<file path="src/rtl/multicycle_ctrl_pkg.sv">
// Shared encodings for the multicycle MIPS control FSM: opcodes, state codes and
// datapath select codes, plus the bundled control-word type driven by the FSM.
package multicycle_ctrl_pkg;

  localparam logic [5:0] OP_RTYPE = 6'b000000;
  localparam logic [5:0] OP_LW    = 6'b100011;
  localparam logic [5:0] OP_SW    = 6'b101011;
  localparam logic [5:0] OP_BEQ   = 6'b000100;
  localparam logic [5:0] OP_ADDI  = 6'b001000;
  localparam logic [5:0] OP_J     = 6'b000010;

  typedef enum logic [3:0] {
    StIdle  = 4'd0,
    StIf    = 4'd1,
    StId    = 4'd2,
    StMaddr = 4'd3,
    StMrd   = 4'd4,
    StMwb   = 4'd5,
    StMwr   = 4'd6,
    StRexe  = 4'd7,
    StRwb   = 4'd8,
    StBeq   = 4'd9,
    StJmp   = 4'd10,
    StAexe  = 4'd11,
    StAwb   = 4'd12,
    StErr   = 4'd13
  } state_e;

  localparam logic [1:0] ALU_SRC_B_REG    = 2'b00;
  localparam logic [1:0] ALU_SRC_B_FOUR   = 2'b01;
  localparam logic [1:0] ALU_SRC_B_IMM    = 2'b10;
  localparam logic [1:0] ALU_SRC_B_IMM_SH = 2'b11;

  localparam logic [1:0] ALU_OP_ADD   = 2'b00;
  localparam logic [1:0] ALU_OP_SUB   = 2'b01;
  localparam logic [1:0] ALU_OP_FUNCT = 2'b10;

  localparam logic [1:0] PC_SRC_ALU    = 2'b00;
  localparam logic [1:0] PC_SRC_ALUOUT = 2'b01;
  localparam logic [1:0] PC_SRC_JUMP   = 2'b10;

  typedef struct packed {
    logic       ir_write;
    logic       pc_write;
    logic       pc_write_cond;
    logic       i_or_d;
    logic       mem_read;
    logic       mem_write;
    logic       mem_to_reg;
    logic       reg_dst;
    logic       reg_write;
    logic       alu_src_a;
    logic [1:0] alu_src_b;
    logic [1:0] alu_op;
    logic [1:0] pc_source;
    logic       illegal;
  } ctrl_t;

  localparam ctrl_t CTRL_NONE = '0;

  function automatic logic is_mem_op(input logic [5:0] op);
    return (op == OP_LW) || (op == OP_SW);
  endfunction

endpackage

</file>
<file path="src/rtl/multicycle_ctrl.sv">
// Control FSM of the multicycle MIPS datapath. Moore outputs per state, except the
// IF-stage IR/PC write strobes which are gated by the memory handshake.
module multicycle_ctrl
  import multicycle_ctrl_pkg::*;
(
  input  logic       clk,
  input  logic       rst,
  input  logic [5:0] i_opcode,
  input  logic       i_mem_ready,
  output logic       o_ir_write,
  output logic       o_pc_write,
  output logic       o_pc_write_cond,
  output logic       o_i_or_d,
  output logic       o_mem_read,
  output logic       o_mem_write,
  output logic       o_mem_to_reg,
  output logic       o_reg_dst,
  output logic       o_reg_write,
  output logic       o_alu_src_a,
  output logic [1:0] o_alu_src_b,
  output logic [1:0] o_alu_op,
  output logic [1:0] o_pc_source,
  output logic       o_illegal,
  output logic [3:0] o_state_dbg
);

  state_e r_state;
  state_e w_state_next;
  ctrl_t  w_ctrl;

  always_ff @(posedge clk or posedge rst) begin
    if (rst) begin
      r_state <= StIdle;
    end else begin
      r_state <= w_state_next;
    end
  end

  always_comb begin
    w_state_next = StIdle;
    unique case (r_state)
      StIdle:  w_state_next = StIf;
      StIf:    w_state_next = i_mem_ready ? StId : StIf;
      StId: begin
        if (is_mem_op(i_opcode))        w_state_next = StMaddr;
        else if (i_opcode == OP_RTYPE)  w_state_next = StRexe;
        else if (i_opcode == OP_BEQ)    w_state_next = StBeq;
        else if (i_opcode == OP_J)      w_state_next = StJmp;
        else if (i_opcode == OP_ADDI)   w_state_next = StAexe;
        else                            w_state_next = StErr;
      end
      StMaddr: w_state_next = (i_opcode == OP_LW) ? StMrd : StMwr;
      StMrd:   w_state_next = i_mem_ready ? StMwb : StMrd;
      StMwb:   w_state_next = StIf;
      StMwr:   w_state_next = i_mem_ready ? StIf : StMwr;
      StRexe:  w_state_next = StRwb;
      StRwb:   w_state_next = StIf;
      StBeq:   w_state_next = StIf;
      StJmp:   w_state_next = StIf;
      StAexe:  w_state_next = StAwb;
      StAwb:   w_state_next = StIf;
      StErr:   w_state_next = StErr;
      default: w_state_next = StIdle;
    endcase
  end

  always_comb begin
    w_ctrl = CTRL_NONE;
    unique case (r_state)
      StIf: begin
        // IR and PC load only on the cycle memory delivers, i.e. the exit edge.
        w_ctrl.ir_write  = i_mem_ready;
        w_ctrl.pc_write  = i_mem_ready;
        w_ctrl.mem_read  = 1'b1;
        w_ctrl.i_or_d    = 1'b0;
        w_ctrl.alu_src_a = 1'b0;
        w_ctrl.alu_src_b = ALU_SRC_B_FOUR;
        w_ctrl.alu_op    = ALU_OP_ADD;
        w_ctrl.pc_source = PC_SRC_ALU;
      end
      StId: begin
        w_ctrl.alu_src_a = 1'b0;
        w_ctrl.alu_src_b = ALU_SRC_B_IMM_SH;
        w_ctrl.alu_op    = ALU_OP_ADD;
      end
      StMaddr: begin
        w_ctrl.alu_src_a = 1'b1;
        w_ctrl.alu_src_b = ALU_SRC_B_IMM;
        w_ctrl.alu_op    = ALU_OP_ADD;
      end
      StMrd: begin
        w_ctrl.mem_read = 1'b1;
        w_ctrl.i_or_d   = 1'b1;
      end
      StMwb: begin
        w_ctrl.reg_write  = 1'b1;
        w_ctrl.mem_to_reg = 1'b1;
        w_ctrl.reg_dst    = 1'b0;
      end
      StMwr: begin
        w_ctrl.mem_write = 1'b1;
        w_ctrl.i_or_d    = 1'b1;
      end
      StRexe: begin
        w_ctrl.alu_src_a = 1'b1;
        w_ctrl.alu_src_b = ALU_SRC_B_REG;
        w_ctrl.alu_op    = ALU_OP_FUNCT;
      end
      StRwb: begin
        w_ctrl.reg_write  = 1'b1;
        w_ctrl.reg_dst    = 1'b1;
        w_ctrl.mem_to_reg = 1'b0;
      end
      StBeq: begin
        w_ctrl.alu_src_a     = 1'b1;
        w_ctrl.alu_src_b     = ALU_SRC_B_REG;
        w_ctrl.alu_op        = ALU_OP_SUB;
        w_ctrl.pc_write_cond = 1'b1;
        w_ctrl.pc_source     = PC_SRC_ALUOUT;
      end
      StJmp: begin
        w_ctrl.pc_write  = 1'b1;
        w_ctrl.pc_source = PC_SRC_JUMP;
      end
      StAexe: begin
        w_ctrl.alu_src_a = 1'b1;
        w_ctrl.alu_src_b = ALU_SRC_B_IMM;
        w_ctrl.alu_op    = ALU_OP_ADD;
      end
      StAwb: begin
        w_ctrl.reg_write  = 1'b1;
        w_ctrl.reg_dst    = 1'b0;
        w_ctrl.mem_to_reg = 1'b0;
      end
      StErr:   w_ctrl.illegal = 1'b1;
      default: w_ctrl = CTRL_NONE;
    endcase
  end

  assign o_ir_write      = w_ctrl.ir_write;
  assign o_pc_write      = w_ctrl.pc_write;
  assign o_pc_write_cond = w_ctrl.pc_write_cond;
  assign o_i_or_d        = w_ctrl.i_or_d;
  assign o_mem_read      = w_ctrl.mem_read;
  assign o_mem_write     = w_ctrl.mem_write;
  assign o_mem_to_reg    = w_ctrl.mem_to_reg;
  assign o_reg_dst       = w_ctrl.reg_dst;
  assign o_reg_write     = w_ctrl.reg_write;
  assign o_alu_src_a     = w_ctrl.alu_src_a;
  assign o_alu_src_b     = w_ctrl.alu_src_b;
  assign o_alu_op        = w_ctrl.alu_op;
  assign o_pc_source     = w_ctrl.pc_source;
  assign o_illegal       = w_ctrl.illegal;
  assign o_state_dbg     = r_state;

endmodule

</file>
<file path="config.mk">
export PLATFORM = sky130hd
export DESIGN_NAME = multicycle_ctrl
export DESIGN_NICKNAME = d
export VERILOG_FILES = /design/src/rtl/multicycle_ctrl_pkg.sv /design/src/rtl/multicycle_ctrl.sv
export SDC_FILE = /design/constraint.sdc
export NUM_CORES = 1
export LEC_CHECK = 0
export ABC_AREA = 1
export CORE_MARGIN = 10
export CORE_UTILIZATION = 38
export DETAILED_ROUTE_END_ITERATION = 6
export PLACE_DENSITY = 0.89
export SLEW_MARGIN = 20
export SYNTH_ARGS = -nofsm -noshare
export SYNTH_HDL_FRONTEND = slang
export SYNTH_SLANG_ARGS = --single-unit
</file>
<file path="constraint.sdc">
create_clock -name clk -period 2.2 [get_ports clk]
set_clock_uncertainty 0.2 [all_clocks]
set_input_delay 0.33 -clock clk [delete_from_list [all_inputs] [get_ports clk]]
set_output_delay 0.33 -clock clk [all_outputs]
set_load 0.01 [all_outputs]
</file>
==> flow_metrics.tcl, run 1 <==
set metrics [dict create \
    drt_iter0_drc 12 \
    max_slew_margin 0.827 \
    dpl-instance-area_um2 801 \
    place_hpwl_um 1340 \
    worst_r2r_endpoint "o_state_dbg[3]" \
    critPathMaxFanout 7 \
    layout-area-overhead-vs-synth_pct 70.3 \
    p_seq_frac 0.375 \
    finalHoldViolCount 0 \
    grt_pass1_vias 636 \
    path_clk_slew_ns 0.04 \
    netlist_instances 92 \
    timing.critical_path.arrival_ns 1.60 \
    setup_tns_ns 0 \
    post_route_cells_drive_above_1_share 0.161 \
    crit_path_end_kind "primary output" \
    grt_first_pass_wirelength_um 2550 \
    clock_latency_ns 0.24 \
    row_count 12 \
    wl_on_met1_um 681 \
    antenna_cells_inserted 0 \
    buffer_ports.inserted 29 \
    synth.net_count 101 \
    reg2reg_setup_slack_ns 0.84 \
    grt_setup_unrepaired "no" \
    core_area_um2 1170 \
    cts_htree_levels 1 \
    dpl.cell_count 135 \
    die_w_um 56.0 \
    grt_max_degree 9 \
    timing_worst_setup_path_type "reg -> out" \
    synth_seq_cells 4 \
    grt_antenna_before_repair 0 \
    yosys_warnings 0 \
    crit_required_ns 1.67 \
    stdcell_count 138 \
    design_area_um2 840 \
    cts_tree "done" \
    total_number_of_clock_tree_sinks 4 \
    timing.rr.start "o_state_dbg[0]" \
    wl_met3_um 164 \
    die_height_um 56.0 \
    clk_root_buffer_cell "sky130_fd_sc_hd__clkbuf_4" \
    portion_of_the_post_synthesis_area_used_by_sequential_elements 0.203 \
    p_sw_uw 46.0 \
    worst-slew-pin-transition_ns 0.259 \
    syn_area_per_cell_um2 5.36 \
    timing.reg2reg.worst_path_depth 6 \
    standard_cell_with_the_maximum_stage_delay_on_the_critical_path "sky130_fd_sc_hd__clkdlybuf4s50_1" \
    finalCritPeriodShare 0.966 \
    timing.critical_path.from_type "flop" \
    worstPathCellList "inv_2, nand2_2, nor2_2, clkdlybuf4s50_1" \
    drt_pass1_iterations 4 \
    vias 664 \
    top_signal_layer_used "met3" \
    nNetsFinal 135 \
    post_synth_instance_area_um2 493 \
    max_cap_viols 0 \
    grtUsageTotal 0.0934 \
    slew_violations 0 \
    p_leak_nw 0.514 \
    cts_max_path_buffers 2 \
    power.clock.fraction 0.482 \
    io_pins 30 \
    outcome "completed" \
    final.min_clock_period_ns 2.13 \
    share_comb_of_total_power 0.143 \
    timing.hold.worst.class "in -> async" \
    setup_viols_final 0 \
    gpl.final_weighted_congestion 0.813 \
    remaining_drc_errors 0 \
    power.ir.vdd_worst_uv 325 \
    antenna_violating_nets_post_route 0 \
    maxClockFrequency_mhz 470 \
    tritoncts.num_buffers 3 \
    post_cts_buffers 0 \
    fillerInstances 106 \
    routed_length_on_met2_um 732 \
    power.density_nw_per_um2 234 \
    wl_um 1580 \
    switching_share 0.234 \
    overflow 0 \
    delay_of_the_slowest_cell_on_the_worst_path_ns 0.56 \
    yosys.cell_types.count 18 \
    wire_per_inst_um 11.4 \
    floorplan.initialDensity 0.421 \
    number_of_flip_flops_in_the_largest_register 4 \
    internal-power_uw 151 \
    design.die.area_um2 3140 \
    via_per_inst 4.81 \
]
## kinds of logic after synthesis
family	count (synthesis)	synth area share
and+or+nand+nor	61	0.548
buffers and inverters	19	0.152
AOI/OAI and AO/OA	8	0.0965
DFF	4	0.203
## critical path: cells and delay by family, from the launching register on
family | cells | cell delay (ns)
DFF | 1 | 0.45
buffers and inverters | 2 | 0.66
and+or+nand+nor | 2 | 0.25
## worst max path at each step
| stage | start | to | slack (ns) | cells after the start |
|---|---|---|---|---|
| after floorplan | o_state_dbg[1] | o_pc_source[0] | 0.64 | 4 |
| after global placement | i_mem_ready | o_pc_write | 0.15 | 4 |
| after detailed placement | i_mem_ready | o_pc_write | 0.13 | 4 |
| after CTS | o_state_dbg[3] | o_reg_write | 0.02 | 4 |
| after global routing | o_state_dbg[3] | o_mem_to_reg | 0.0004 | 4 |
| final | o_state_dbg[3] | o_mem_to_reg | 0.07 | 4 |
## repair_timing
action	in CTS	in global routing
hold buffers	0	0
setup endpoints to repair	5	6
gates resized for setup	8	6
pin swaps	0	0
## cells in the final DEF, fill, tap and decap left out
cell type	Yosys	layout
sky130_fd_sc_hd__nand2_2	5	5
sky130_fd_sc_hd__buf_4	1	1
sky130_fd_sc_hd__nand4_1	1	1
sky130_fd_sc_hd__nor3_2	1	1
sky130_fd_sc_hd__o21ai_0	4	4
sky130_fd_sc_hd__nand3b_1	1	1
sky130_fd_sc_hd__nor2_1	22	20
sky130_fd_sc_hd__inv_2	2	2
sky130_fd_sc_hd__dfrtp_1	4	1
sky130_fd_sc_hd__inv_1	16	16
sky130_fd_sc_hd__dlygate4sd2_1	0	4
sky130_fd_sc_hd__nand2_1	20	20
sky130_fd_sc_hd__nand3_1	8	8
sky130_fd_sc_hd__clkbuf_4	0	3
sky130_fd_sc_hd__dfrtp_2	0	3
sky130_fd_sc_hd__clkdlybuf4s50_1	0	20
sky130_fd_sc_hd__nor3_1	1	1
sky130_fd_sc_hd__nor2_2	2	4
sky130_fd_sc_hd__a211oi_1	1	1
sky130_fd_sc_hd__dlymetal6s2s_1	0	5
sky130_fd_sc_hd__o21ai_2	1	1
sky130_fd_sc_hd__o22ai_1	1	1
sky130_fd_sc_hd__a21oi_1	1	1
## layout make-up
cell class / instances / area, µm² / share of cell area
flip-flops and latches: 4 / 104 / 0.124
multi-input cells: 69 / 323 / 0.385
repair buffers: 30 / 305 / 0.364
well taps: 14 / 17.5 / 0.0209
inverters: 18 / 67.6 / 0.0805
clock buffers: 3 / 22.5 / 0.0268
## metrics by stage
step	hold slack (ns)	setup slack [ns]	util	power, mW
finish	0.0656	0.0738	0.717	0.197
global route	0.0704	0.000408	0.717	0.210
CTS	0.0682	0.0164	0.704	0.199
detailed placement	0.323	0.134	0.684	0.103
global placement	0.312	0.153	0.684	0.102
floorplan	-0.104	0.638	-	0.0847
## power by group through the flow
stage                     Sequential [mW]  Combinational, mW  Clock [mW]
after detailed placement           0.0749             0.0281           0
final                              0.0739             0.0281      0.0948
after global placement             0.0749             0.0271           0
after CTS                          0.0739             0.0281      0.0974
after global routing               0.0738             0.0311       0.106
after floorplan                    0.0749            0.00977           0
## per-layer routing
metal  global-route usage  up-vias
met5                    0        -
met4               0.0307        0
met3               0.0547        0
met2                0.157       28
met1               0.0933      287
li1                     -      349
## cells in the mapped netlist (all sizes together)
library cell,n,area share
nand3b,1,0.015
nand4,1,0.013
inv,18,0.14
o22ai,1,0.013
nor3,2,0.030
nand2,25,0.22
o21ai,5,0.058
dfrtp,4,0.20
a21oi,1,0.010
buf,1,0.015
nor2,24,0.19
nand3,8,0.081
a211oi,1,0.015
(Power assumes the default switching activity.)
==> run 2: changes to the inputs <==
==> constraint.sdc (replaced) <==
create_clock -name clk -period 2.2 [get_ports clk]
set_clock_uncertainty 0.2 [all_clocks]
set_input_delay 0.66 -clock clk [delete_from_list [all_inputs] [get_ports clk]]
set_output_delay 0.66 -clock clk [all_outputs]
set_load 0.01 [all_outputs]
==> run 2 against run 1 <==
Against the previous run:
- non-clock buffer count rose by 21
- fmax fell by 2.8%
- flip-flop and latch count did not move
- final cell count rose by 15%
- clock-buffer cell count did not move
- clock power fell by 2.6%
- cell area rose by 12%
- critical path depth rose by 3
- combinational power rose by 2%
- first-iteration DRC count rose by 130%
==> flow_metrics.tcl, run 2 (synthesis gave the netlist of run 1 again) <==
set metrics [dict create \
    setup_slack_ns 0.0133 \
    setup_viols_final 0 \
    timing.reg2reg.worst_path_depth 8 \
    utilization 0.803 \
    grt_first_pass_wirelength_um 3150 \
    mostFrequentLayoutCells "sky130_fd_sc_hd__buf_4 (22), sky130_fd_sc_hd__nor2_1 (20), sky130_fd_sc_hd__nand2_1 (19)" \
    post_route_cells_drive_above_1_share 0.407 \
    outcome "completed" \
    power.ir.vdd_worst_uv 237 \
    timing.critical_path.arrival_ns 1.33 \
    drt_iter0_drc 27 \
    p_seq_frac 0.379 \
    die_height_um 56.0 \
    crit_required_ns 1.34 \
    gpl.final_weighted_congestion 0.844 \
    grt_setup_unrepaired "yes" \
    cts_max_path_buffers 2 \
    switching_share 0.231 \
    max_slew_margin 0.844 \
    tritoncts.num_buffers 3 \
    cts_tree "done" \
    antenna_violating_nets_post_route 0 \
    layout-area-overhead-vs-synth_pct 90.9 \
    internal-power_uw 150 \
    buffer_ports.inserted 29 \
    p_leak_nw 0.545 \
    worst-slew-pin-transition_ns 0.233 \
    core_area_um2 1170 \
    design.die.area_um2 3140 \
    p_sw_uw 45.0 \
    timing.critical_path.from_type "flop" \
    floorplan.initialDensity 0.421 \
    finalHoldViolCount 0 \
    cts_htree_levels 1 \
    clk_root_buffer_cell "sky130_fd_sc_hd__clkbuf_4" \
    share_comb_of_total_power 0.147 \
    timing.hold.worst.class "in -> async" \
    max_cap_viols 0 \
    power.density_nw_per_um2 207 \
    reg2reg_setup_slack_ns 0.63 \
    place_ws_ns -0.516 \
    cpMostUsedCell "sky130_fd_sc_hd__nand2_2" \
    maxClockFrequency_mhz 457 \
    nNetsFinal 156 \
    critical-path-top-delay-family "flip-flops" \
    slew_violations 0 \
    delay_of_the_slowest_cell_on_the_worst_path_ns 0.40 \
    via_per_inst 5.16 \
    grt_pass1_vias 771 \
    path_clk_slew_ns 0.04 \
    fillerInstances 84 \
    crit_path_end_kind "primary output" \
    grt_max_degree 7 \
    clock_latency_ns 0.24 \
    timing.critical_path.depth 7 \
    grtUsageTotal 0.119 \
    standard_cell_with_the_maximum_stage_delay_on_the_critical_path "sky130_fd_sc_hd__dfrtp_1" \
    row_count 12 \
    antenna_cells_inserted 0 \
    worstPathCellList "inv_2, nand2_2, nor2_2, buf_4, nand2_2, o21ai_0, buf_2" \
    place_hpwl_um 1530 \
    overflow 0 \
    total_number_of_clock_tree_sinks 4 \
    power.clock.fraction 0.473 \
    critPathMaxFanout 3 \
    final.min_clock_period_ns 2.19 \
    timing_worst_setup_path_type "reg -> out" \
    cts_hold_buf 0 \
    grt_antenna_before_repair 0 \
    drt_pass1_iterations 4 \
    finalCritPeriodShare 0.994 \
    wire_per_inst_um 14.1 \
    die_w_um 56.0 \
    worstPathBufferInverterCount 3 \
    vias 821 \
    io_pins 30 \
    wl_um 2250 \
    number_of_flip_flops_in_the_largest_register 4 \
    layout.cells.most_common "sky130_fd_sc_hd__buf_4" \
    remaining_drc_errors 0 \
]
run 2: cell count changes in the layout (fill, tap and decap cells not counted), sizes merged:
cell and delta:
buf +23, clkbuf +12, clkdlybuf4s50 -12, dlymetal6s2s -2, clkdlybuf4s15 +1, dlygate4sd2 -1
run 2: layout make-up:
type | count | area [µm²] | area share
Timing Repair Buffer | 51 | 397 | 0.422
Sequential cell | 4 | 101 | 0.108
Clock buffer | 3 | 22.5 | 0.0239
Multi-Input combinational cell | 69 | 335 | 0.356
Tap cell | 14 | 17.5 | 0.0186
Inverter | 18 | 67.6 | 0.0718
run 2: worst reg2reg max path: stages (launching register included):
cell and delay [ns]:
sky130_fd_sc_hd__dfrtp_2 0.44, sky130_fd_sc_hd__buf_4 0.14, sky130_fd_sc_hd__nand2_1 0.13, sky130_fd_sc_hd__buf_4 0.15
sky130_fd_sc_hd__nor2_1 0.06, sky130_fd_sc_hd__inv_1 0.05, sky130_fd_sc_hd__nand3_1 0.07, sky130_fd_sc_hd__nor2_1 0.11
sky130_fd_sc_hd__nand2_1 0.09
run 2: timing repair:
action,CTS,global route
pin swaps,1,2
endpoints found under the setup margin,18,19
setup buffers,1,2
resized for setup,33,33
cloned,0,0
run 2: path summary, 6_finish.rpt:
kind / endpoint / start
max: o_pc_write / o_state_dbg[1]
min: o_state_dbg[3] / rst
max reg2reg: o_state_dbg[2] / o_state_dbg[0]
min reg2reg: o_state_dbg[3] / o_state_dbg[0]
max in group asynchronous: o_state_dbg[0] / rst
min in group clk: o_state_dbg[3] / o_state_dbg[0]
run 2: power groups by stage:
stage / sequential [mW] / combinational [mW] / clock, mW
floorplan: 0.0749 / 0.00977 / 0
global placement: 0.0749 / 0.0270 / 0
detailed placement: 0.0749 / 0.0284 / 0
CTS: 0.0740 / 0.0280 / 0.0930
global route: 0.0738 / 0.0305 / 0.108
finish: 0.0740 / 0.0287 / 0.0923
run 2: per-layer routing:
| layer | GRT usage | wire, µm | up-vias |
|---|---|---|---|
| met5 | 0 | 0 | - |
| met4 | 0.0648 | 65 | 0 |
| met3 | 0.0569 | 204 | 11 |
| met2 | 0.213 | 1080 | 64 |
| met1 | 0.106 | 901 | 358 |
| li1 | - | - | 388 |
run 2: through the flow:
step	std cells	area (µm²)	total power, mW	hold slack (ns)	setup TNS, ns
6_report	159	941	0.195	0.406	0
5_1_grt	159	941	0.213	0.407	-0.208
4_1_cts	157	956	0.195	0.403	-0.116
3_5_place_dp	153	936	0.103	0.562	-1.33
3_3_place_gp	153	936	0.102	0.554	-1.16
2_1_floorplan	92	493	0.0847	0.226	0
